<file path="src/rtl/eight_req_prio_arbiter.sv">
// Eight-way arbiter with fixed or round-robin priority and a bounded hold time.
// The grant stays with one requester until it releases or its hold limit runs out.
module eight_req_prio_arbiter #(
    parameter int MAX_HOLD = 16,
    parameter int CNT_W    = 5
) (
    input  logic       clk,
    input  logic       rst_n,
    input  logic [7:0] req,
    input  logic       rr_en,
    output logic [7:0] grant,
    output logic [2:0] grant_idx,
    output logic       grant_vld
);

    typedef enum logic {IDLE, GRANT} state_e;

    localparam logic [CNT_W-1:0] MAX_HOLD_C = CNT_W'(MAX_HOLD);

    state_e           state_q, state_d;
    logic [7:0]       grant_q, grant_d;
    logic [2:0]       grant_idx_q, grant_idx_d;
    logic [2:0]       ptr_q, ptr_d;
    logic [CNT_W-1:0] hold_cnt_q, hold_cnt_d;

    logic [7:0] others;
    logic       holder_req;
    logic       expired;
    logic       arb;
    logic [2:0] win;

    // Scan starts at 'start' and wraps; start=0 gives plain lowest-index priority.
    function automatic logic [2:0] pick(input logic [7:0] c, input logic [2:0] start);
        logic [2:0] idx;
        logic       found;
        pick  = 3'd0;
        found = 1'b0;
        for (int i = 0; i < 8; i++) begin
            idx = start + 3'(i);
            if (c[idx] && !found) begin
                pick  = idx;
                found = 1'b1;
            end
        end
    endfunction

    // NOTE: sequential state uses non-blocking assignments so every flop samples
    // pre-edge values regardless of statement order.
    always_ff @(posedge clk or negedge rst_n) begin
        if (!rst_n) begin
            state_q     <= IDLE;
            grant_q     <= '0;
            grant_idx_q <= '0;
            ptr_q       <= '0;
            hold_cnt_q  <= '0;
        end else begin
            state_q     <= state_d;
            grant_q     <= grant_d;
            grant_idx_q <= grant_idx_d;
            ptr_q       <= ptr_d;
            hold_cnt_q  <= hold_cnt_d;
        end
    end

    // NOTE: every signal driven here gets a default first, so no path can infer a latch.
    always_comb begin
        holder_req = req[grant_idx_q];
        others     = req & ~grant_q;
        expired    = (MAX_HOLD != 0) && (hold_cnt_q == MAX_HOLD_C);
        arb        = 1'b0;
        state_d    = state_q;
        case (state_q)
            IDLE: begin
                if (|req) begin
                    arb     = 1'b1;
                    state_d = GRANT;
                end
            end
            GRANT: begin
                if (!holder_req) begin
                    if (|others) arb = 1'b1;
                    else         state_d = IDLE;
                end else if (expired && |others) begin
                    arb = 1'b1;
                end
            end
            default: state_d = IDLE;
        endcase
    end

    assign win = pick(others, rr_en ? ptr_q : 3'd0);

    always_comb begin
        grant_d     = grant_q;
        grant_idx_d = grant_idx_q;
        ptr_d       = ptr_q;
        hold_cnt_d  = hold_cnt_q;
        if (arb) begin
            grant_d     = 8'b1 << win;
            grant_idx_d = win;
            ptr_d       = win + 3'd1;
            hold_cnt_d  = CNT_W'(1);
        end else if (state_q == GRANT && state_d == IDLE) begin
            grant_d     = '0;
            grant_idx_d = '0;
            hold_cnt_d  = '0;
        end else if (state_q == GRANT) begin
            // Sole requester at its limit keeps the grant with a fresh count.
            if (expired)                hold_cnt_d = CNT_W'(1);
            else if (hold_cnt_q != '1)  hold_cnt_d = hold_cnt_q + CNT_W'(1);
        end
    end

    assign grant     = grant_q;
    assign grant_idx = grant_idx_q;
    assign grant_vld = |grant_q;

    a_onehot : assert property (@(posedge clk) disable iff (!rst_n)
        (grant_q == '0) || $onehot(grant_q));
    a_idx_consistent : assert property (@(posedge clk) disable iff (!rst_n)
        grant_q[grant_idx_q] == grant_vld);
    a_grant_stable : assert property (@(posedge clk) disable iff (!rst_n)
        (state_q == GRANT && holder_req && !expired) |=> $stable(grant_q));

endmodule

</file>
<file path="config.mk">
export PLATFORM = sky130hd
export DESIGN_NAME = eight_req_prio_arbiter
export DESIGN_NICKNAME = d
export VERILOG_FILES = /design/src/rtl/eight_req_prio_arbiter.sv
export SDC_FILE = /design/constraint.sdc
export NUM_CORES = 1
export LEC_CHECK = 0
export ABC_AREA = 1
export BUFFER_PORTS_ARGS = -buffer_cell sky130_fd_sc_hd__clkbuf_2
export CORE_MARGIN = 2
export CORE_UTILIZATION = 45
export CTS_CLUSTER_DIAMETER = 80
export DETAILED_ROUTE_END_ITERATION = 7
export MAX_ROUTING_LAYER = met4
export PLACE_DENSITY = 0.62
export REMOVE_ABC_BUFFERS = 1
export SKIP_LAST_GASP = 1
export SYNTH_ARGS = -nofsm -noshare
export SYNTH_HDL_FRONTEND = slang
export SYNTH_SLANG_ARGS = --single-unit
export TNS_END_PERCENT = 10
</file>
<file path="constraint.sdc">
create_clock -name clk -period 8.22 [get_ports clk]
set_input_delay 1.644 -clock clk [delete_from_list [all_inputs] [get_ports clk]]
set_output_delay 1.644 -clock clk [all_outputs]
set_load 0.02 [all_outputs]
</file>
==> results by group, run 1 <==
Die
  – I/O pins: 23
  – Die extent in x: 70.85 µm
  – Die Y: 70.85 µm
  – Die area: 5019 µm²
  – Initial Util: 46.50%
  – Core ar.: 4324 µm²
  – # rows: 24

Route
  – Post-DR vias/cell: 5.245
  – Final wirelength: 5259 µm
  – DRC: 0
  – Post-route ant nets: 0
  – Wire length per cell: 13.42 µm
  – Vias: 2056
  – DR pass1 iterations: 4
  – DRT iter0 DRCs: 217

Worst setup path
  – Element type at the critical path end: flop
  – Critical path type: primary input to flop
  – Worst path slowest cell: ha_1
  – Crit-path cells: clkbuf_2 > nand2_1 > ha_1 > inv_1 > nand3_1 > nand3_1 > nand2_2 > nand3_4 > nor2_8 > nand3_4 > nor2_4 > nand3_1 > nand2_1 > inv_1 > ha_1 > ha_1 > nand2_1 > nand2_1
  – Startpoint Class: primary input
  – CP top delay family: simple AND/OR/NAND/NOR gates
  – CP Data Required Time: 8.38 ns
  – Worst path bufs/invs: 3
  – Crit-path most repeated cell: nand2_1
  – Crit path DAT: 4.44 ns
  – Critical Path Fanout Max: 11
  – CP max stage delay: 0.51 ns

CTS
  – # hold bufs at CTS: 0
  – Clock-pin slew on the worst setup and hold paths: 0.07 ns
  – Post-CTS Setup Repair Bufs: 0
  – CTS Buf Count: 3
  – H-tree levels: 1
  – Clk sinks: 20
  – Clk buf depth: 2
  – Clk_lat worst skew: 0.26 ns
  – TritonCTS clock tree: built
  – Post-cts resize count: 0
  – Root Buffer Master: clkbuf_8

Status
  – Status: finished, final reports clean

Finish
  – Final Util: 50.95%
  – Fin area: 2203 µm²
  – Nets: 361
  – Commonest non-fill, non-tap cells in the layout: 114 x nand2_1, 44 x nand3_1, 36 x inv_1, 22 x clkbuf_2, 20 x dfrtp_1
  – Most common cell after layout, fill and taps aside: nand2_1
  – Antenna diode count: 0
  – Synth-to-Final Area Change: 9.583%
  – Layout cells sized above 1: 15.29%

Power and ir drop
  – Sequential Power Share: 19.6%
  – Sw frac: 57.08%
  – PD cells: 430.8 nW/µm²
  – Leakage power: 0.001194 µW
  – Worst vdd ir: 0.2049 mV
  – Clk pwr share: 8.1%
  – Switching power: 541.8 µW
  – Internal cell power: 407.5 µW
  – Comb power frac: 72.3%

GRT
  – First-pass GRT wire length: 9149 µm
  – Largest net degree at the start of global routing: 21
  – Initial antenna violation count: 0
  – Global route total overflow: 0
  – Gr usage total: 23.15%
  – Vias in the first global route: 1948

Timing
  – Slew Limit Fails: 0
  – Fin worst setup slack: 3.937 ns
  – Final worst-path cycle share: 52.11%
  – Fin. Hold Viols: 0
  – Final setup violation count: 0
  – Highest Clock Rate: 233.5 MHz
  – Worst hold slack: 0.5352 ns
  – Clk_skew: 0.003579 ns
  – Post-route minimum period: 4.283 ns
  – Headroom to the max-slew limit: 61.16%
  – Worst-Margin Slew: 0.5772 ns
  – Setup_tns: 0 ns
  – RSZ-0062 raised after global routing: no

Placement
  – Final GP Congestion: 0.9130
  – IO Port Bufs: 22
  – Pre-CTS setup slack: 3.655 ns
  – Area after DPL: 2148 µm²
  – Hpwl dp: 4348 µm

Logic synthesis
  – Area contributors post-synth: dfrtp_1 25%, nand2_1 21%, nand3_1 11%
  – Sequential area share after synthesis: 24.89%
  – Post-synth top area share: 24.89%
  – Yosys warns: 0
  – Synth Instances: 320
  – Yosys cell types: 29
  – Avg Cell Area, Syn: 6.283 µm²
  – Synth area leader: dfrtp_1
  – Mapped cell area: 2011 µm²
  – Synthesized flop and latch total: 20

Worst hold path
  – Hold Crit Class: flop to flop

Flow run
  – Max cap viols: 0
-- synth_stat cells --
cell and count:
xnor2_2 1, nor2_1 16, ha_1 9, o21ai_2 1, o22ai_1 1, nor2_8 1
o21ai_1 12, o21a_1 2, and2_1 1, o21ai_0 12, nand3b_1 3, inv_1 36
nand2_2 12, nor4_1 2, inv_2 4, nand3b_4 1, buf_2 3, nand2_1 114
nor3_1 2, nand3_4 3, xor2_1 1, nor2_4 1, a21oi_1 6, clkinv_1 1
o22ai_2 2, dfrtp_1 20, buf_4 3, nand4_1 6, nand3_1 44
-- sequential cells by signal, indices dropped and copies added (netlist names) --
name and cells:
hold_cnt_q 5, state_q 1, grant_idx 3, ptr_q 3
grant 8
-- worst min-delay path, delay by kind of cell, from the launching register on --
family | cells | cell delay (ns)
DFF | 1 | 0.38
and+or+nand+nor | 2 | 0.13
-- power groups by stage --
stage	Clock (µW)	Combinational, µW	Sequential, µW
detailed placement	0	685	187
floorplan	0	495	199
global placement	0	688	187
CTS	78.0	691	186
global route	81.4	781	193
finish	76.8	686	187
-- metrics by stage --
step / total power, µW / cells
after floorplan: 693.8 / 314
after global placement: 875.1 / 388
after detailed placement: 872.7 / 388
after CTS: 954.3 / 392
after global routing: 1056 / 392
final: 949.3 / 392
-- kinds of logic after synthesis --
group           Yosys count  share of synthesized area, %
simple gates            206                         48.54
xor+xnor                  2                         1.245
flops                    20                         24.89
compound gates           36                         10.21
fa+ha+maj                 9                         5.601
buf+inv                  47                         9.520
-- layer usage --
| layer | up-vias | part of all wire (%) | global-route usage, % |
|---|---|---|---|
| li1 | 1080 | - | - |
| met3 | 11 | 2.8 | 1.425 |
| met2 | 37 | 47 | 38.11 |
| met5 | - | 0 | - |
| met1 | 928 | 48 | 31.08 |
| met4 | 0 | 2.4 | 6.289 |
-- layout make-up --
cell class | count | area [µm²]
fillers | 464 | 2121
inverters | 41 | 153.9
multi-input cells | 253 | 1319
flip-flops and latches | 20 | 500.5
well taps | 52 | 65.06
clock buffers | 4 | 55.05
repair buffers | 22 | 110.1
-- final timing paths --
check	startpoint	endpoint	slack, ns	cells after the start
max	rr_en	ptr_q[2]	3.94	18
min	ptr_q[0]	ptr_q[0]	0.54	2
max reg2reg	ptr_q[1]	ptr_q[2]	5.05	17
min reg2reg	ptr_q[0]	ptr_q[0]	0.54	2
max in group asynchronous	rst_n	ptr_q[0]	6.54	1
min in group asynchronous	rst_n	grant[4]	1.34	1
(Power assumes the default switching activity.)
==> inputs of run 2 (changes only) <==
--- a/config.mk
+++ b/config.mk
@@ -12,7 +12,7 @@
 export CTS_CLUSTER_DIAMETER = 80
 export DETAILED_ROUTE_END_ITERATION = 7
 export MAX_ROUTING_LAYER = met4
-export PLACE_DENSITY = 0.62
+export PLACE_DENSITY = 0.65
 export REMOVE_ABC_BUFFERS = 1
 export SKIP_LAST_GASP = 1
 export SYNTH_ARGS = -nofsm -noshare
==> constraint.sdc (replaced) <==
create_clock -name clk -period 3.7 [get_ports clk]
set_input_delay 0.74 -clock clk [delete_from_list [all_inputs] [get_ports clk]]
set_output_delay 0.74 -clock clk [all_outputs]
set_load 0.02 [all_outputs]
==> results by group, run 2 (same netlist as run 1, synthesis figures left out) <==
Timing
  – Highest Clock Rate: 303.2 MHz
  – Final worst-path cycle share: 89.14%
  – Post-route minimum period: 3.298 ns
  – Worst-Margin Slew: 0.4990 ns
  – Headroom to the max-slew limit: 66.43%
  – Clk_skew: 0.002779 ns
  – Fin. Hold Viols: 0
  – Slew Limit Fails: 0
  – RSZ-0062 raised after global routing: no
  – Setup_tns: 0 ns
  – Final setup violation count: 0

CTS
  – Clock-pin slew on the worst setup and hold paths: 0.07 ns
  – H-tree levels: 1
  – Clk buf depth: 2
  – Clk_lat worst skew: 0.25 ns
  – Post-cts resize count: 0
  – CTS Buf Count: 3
  – Root Buffer Master: clkbuf_8
  – TritonCTS clock tree: built
  – Post-CTS Setup Repair Bufs: 0
  – # hold bufs at CTS: 0
  – Clk sinks: 20

Worst setup path
  – Startpoint Class: primary input
  – CP Data Required Time: 3.85 ns
  – Critical Path Fanout Max: 7
  – Element type at the critical path end: flop
  – Critical path type: primary input to flop
  – Crit path DAT: 3.44 ns

Route
  – Post-DR vias/cell: 5.416
  – DR pass1 iterations: 4
  – Post-route ant nets: 0
  – Wire length per cell: 13.63 µm
  – DRC: 0
  – DRT iter0 DRCs: 202
  – Vias: 2134
  – Final wirelength: 5370 µm

GRT
  – Gr usage total: 23.17%
  – First-pass GRT wire length: 9163 µm
  – Vias in the first global route: 2062
  – Largest net degree at the start of global routing: 21
  – Global route total overflow: 0
  – Initial antenna violation count: 0

Die
  – Die area: 5019 µm²
  – I/O pins: 23
  – Core ar.: 4324 µm²
  – Initial Util: 46.50%
  – # rows: 24
  – Die Y: 70.85 µm
  – Die extent in x: 70.85 µm

Status
  – Status: finished, final reports clean

Power and ir drop
  – Leakage power: 0.001203 µW
  – PD cells: 959.2 nW/µm²
  – Comb power frac: 72.9%
  – Clk pwr share: 7.7%
  – Sw frac: 57.02%
  – Worst vdd ir: 0.5050 mV
  – Sequential Power Share: 19.4%
  – Internal cell power: 914.6 µW
  – Switching power: 1213 µW

Finish
  – Area taken by multi-input logic gates: 1319 µm²
  – Most common cell after layout, fill and taps aside: nand2_1
  – Register area: 500.5 µm²
  – Max reg flops: 8
  – Nets: 363
  – Antenna diode count: 0
  – Number of fill cells in the layout: 454
  – Synth-to-Final Area Change: 10.33%
  – Commonest non-fill, non-tap cells in the layout: 114 x nand2_1, 44 x nand3_1, 36 x inv_1, 22 x clkbuf_2, 20 x dfrtp_1
  – Final Util: 51.30%
  – Layout cells sized above 1: 15.79%
  – Non-Filler Instances: 394

Placement
  – IO Port Bufs: 22
  – Final GP Congestion: 0.9377
  – Post-Place Cells: 390
  – Hpwl dp: 4406 µm

Worst hold path
  – Hold Crit Class: primary input to async pin

Flow run
  – Max cap viols: 0
==> run 2: cell count changes in the layout (fill, tap and decap cells not counted), sizes merged <==
cell and change:
buf +2
==> run 2: cell type report <==
cell class | count | share of cell area, %
multi-input cells | 253 | 59.45
flip-flops and latches | 20 | 22.56
inverters | 41 | 6.937
repair buffers | 24 | 5.640
well taps | 52 | 2.933
clock buffers | 4 | 2.482
==> run 2: power groups by stage <==
stage | clock network (µW) | logic [µW] | registers (µW)
floorplan | 0 | 1100 | 441
global placement | 0 | 1540 | 417
detailed placement | 0 | 1540 | 417
CTS | 167 | 1550 | 413
global route | 177 | 1760 | 430
finish | 164 | 1550 | 414
==> run 2: final timing paths <==
check                         start  cells after the start  slack, ns             to
setup reg to reg           ptr_q[1]                     17       0.61       ptr_q[2]
min in group clk           ptr_q[0]                      2       0.53       ptr_q[0]
setup / recovery              rr_en                     18       0.40       ptr_q[2]
hold / removal                rst_n                      1       0.44       grant[5]
max in group asynchronous     rst_n                      1       2.92  hold_cnt_q[4]
hold reg to reg            ptr_q[0]                      2       0.53       ptr_q[0]
==> run 2: metal layers <==
metal  track usage, %  share of wire, %  vias to the layer above
li1                 -                 -                     1078
met1            29.44                46                      983
met2            38.63                47                       57
met3            2.422               4.3                       16
met4            7.757               2.8                        0
met5                -                 0                        -
==> run 2: through the flow <==
| stage | area [µm²] | total power [µW] | setup slack (ns) | hold slack (ns) |
|---|---|---|---|---|
| after floorplan | 1973 | 1541 | 0.6007 | 0.4444 |
| after global placement | 2163 | 1960 | 0.2389 | 0.5053 |
| after detailed placement | 2163 | 1953 | 0.1679 | 0.5135 |
| after CTS | 2218 | 2129 | 0.4264 | 0.4531 |
| after global routing | 2218 | 2370 | 0.1512 | 0.4762 |
| final | 2218 | 2128 | 0.4020 | 0.4357 |
==> run 2: critical path, cell delays in order <==
cell	delay [ns]
clkbuf_2	0.13
nand2_1	0.19
ha_1	0.45
inv_1	0.12
nand3_1	0.14
nand3_1	0.10
nand2_2	0.11
nand3_4	0.11
nor2_8	0.14
nand3_4	0.09
nor2_4	0.16
nand3_1	0.13
nand2_1	0.15
inv_1	0.08
ha_1	0.22
ha_1	0.27
nand2_1	0.06
nand2_1	0.05
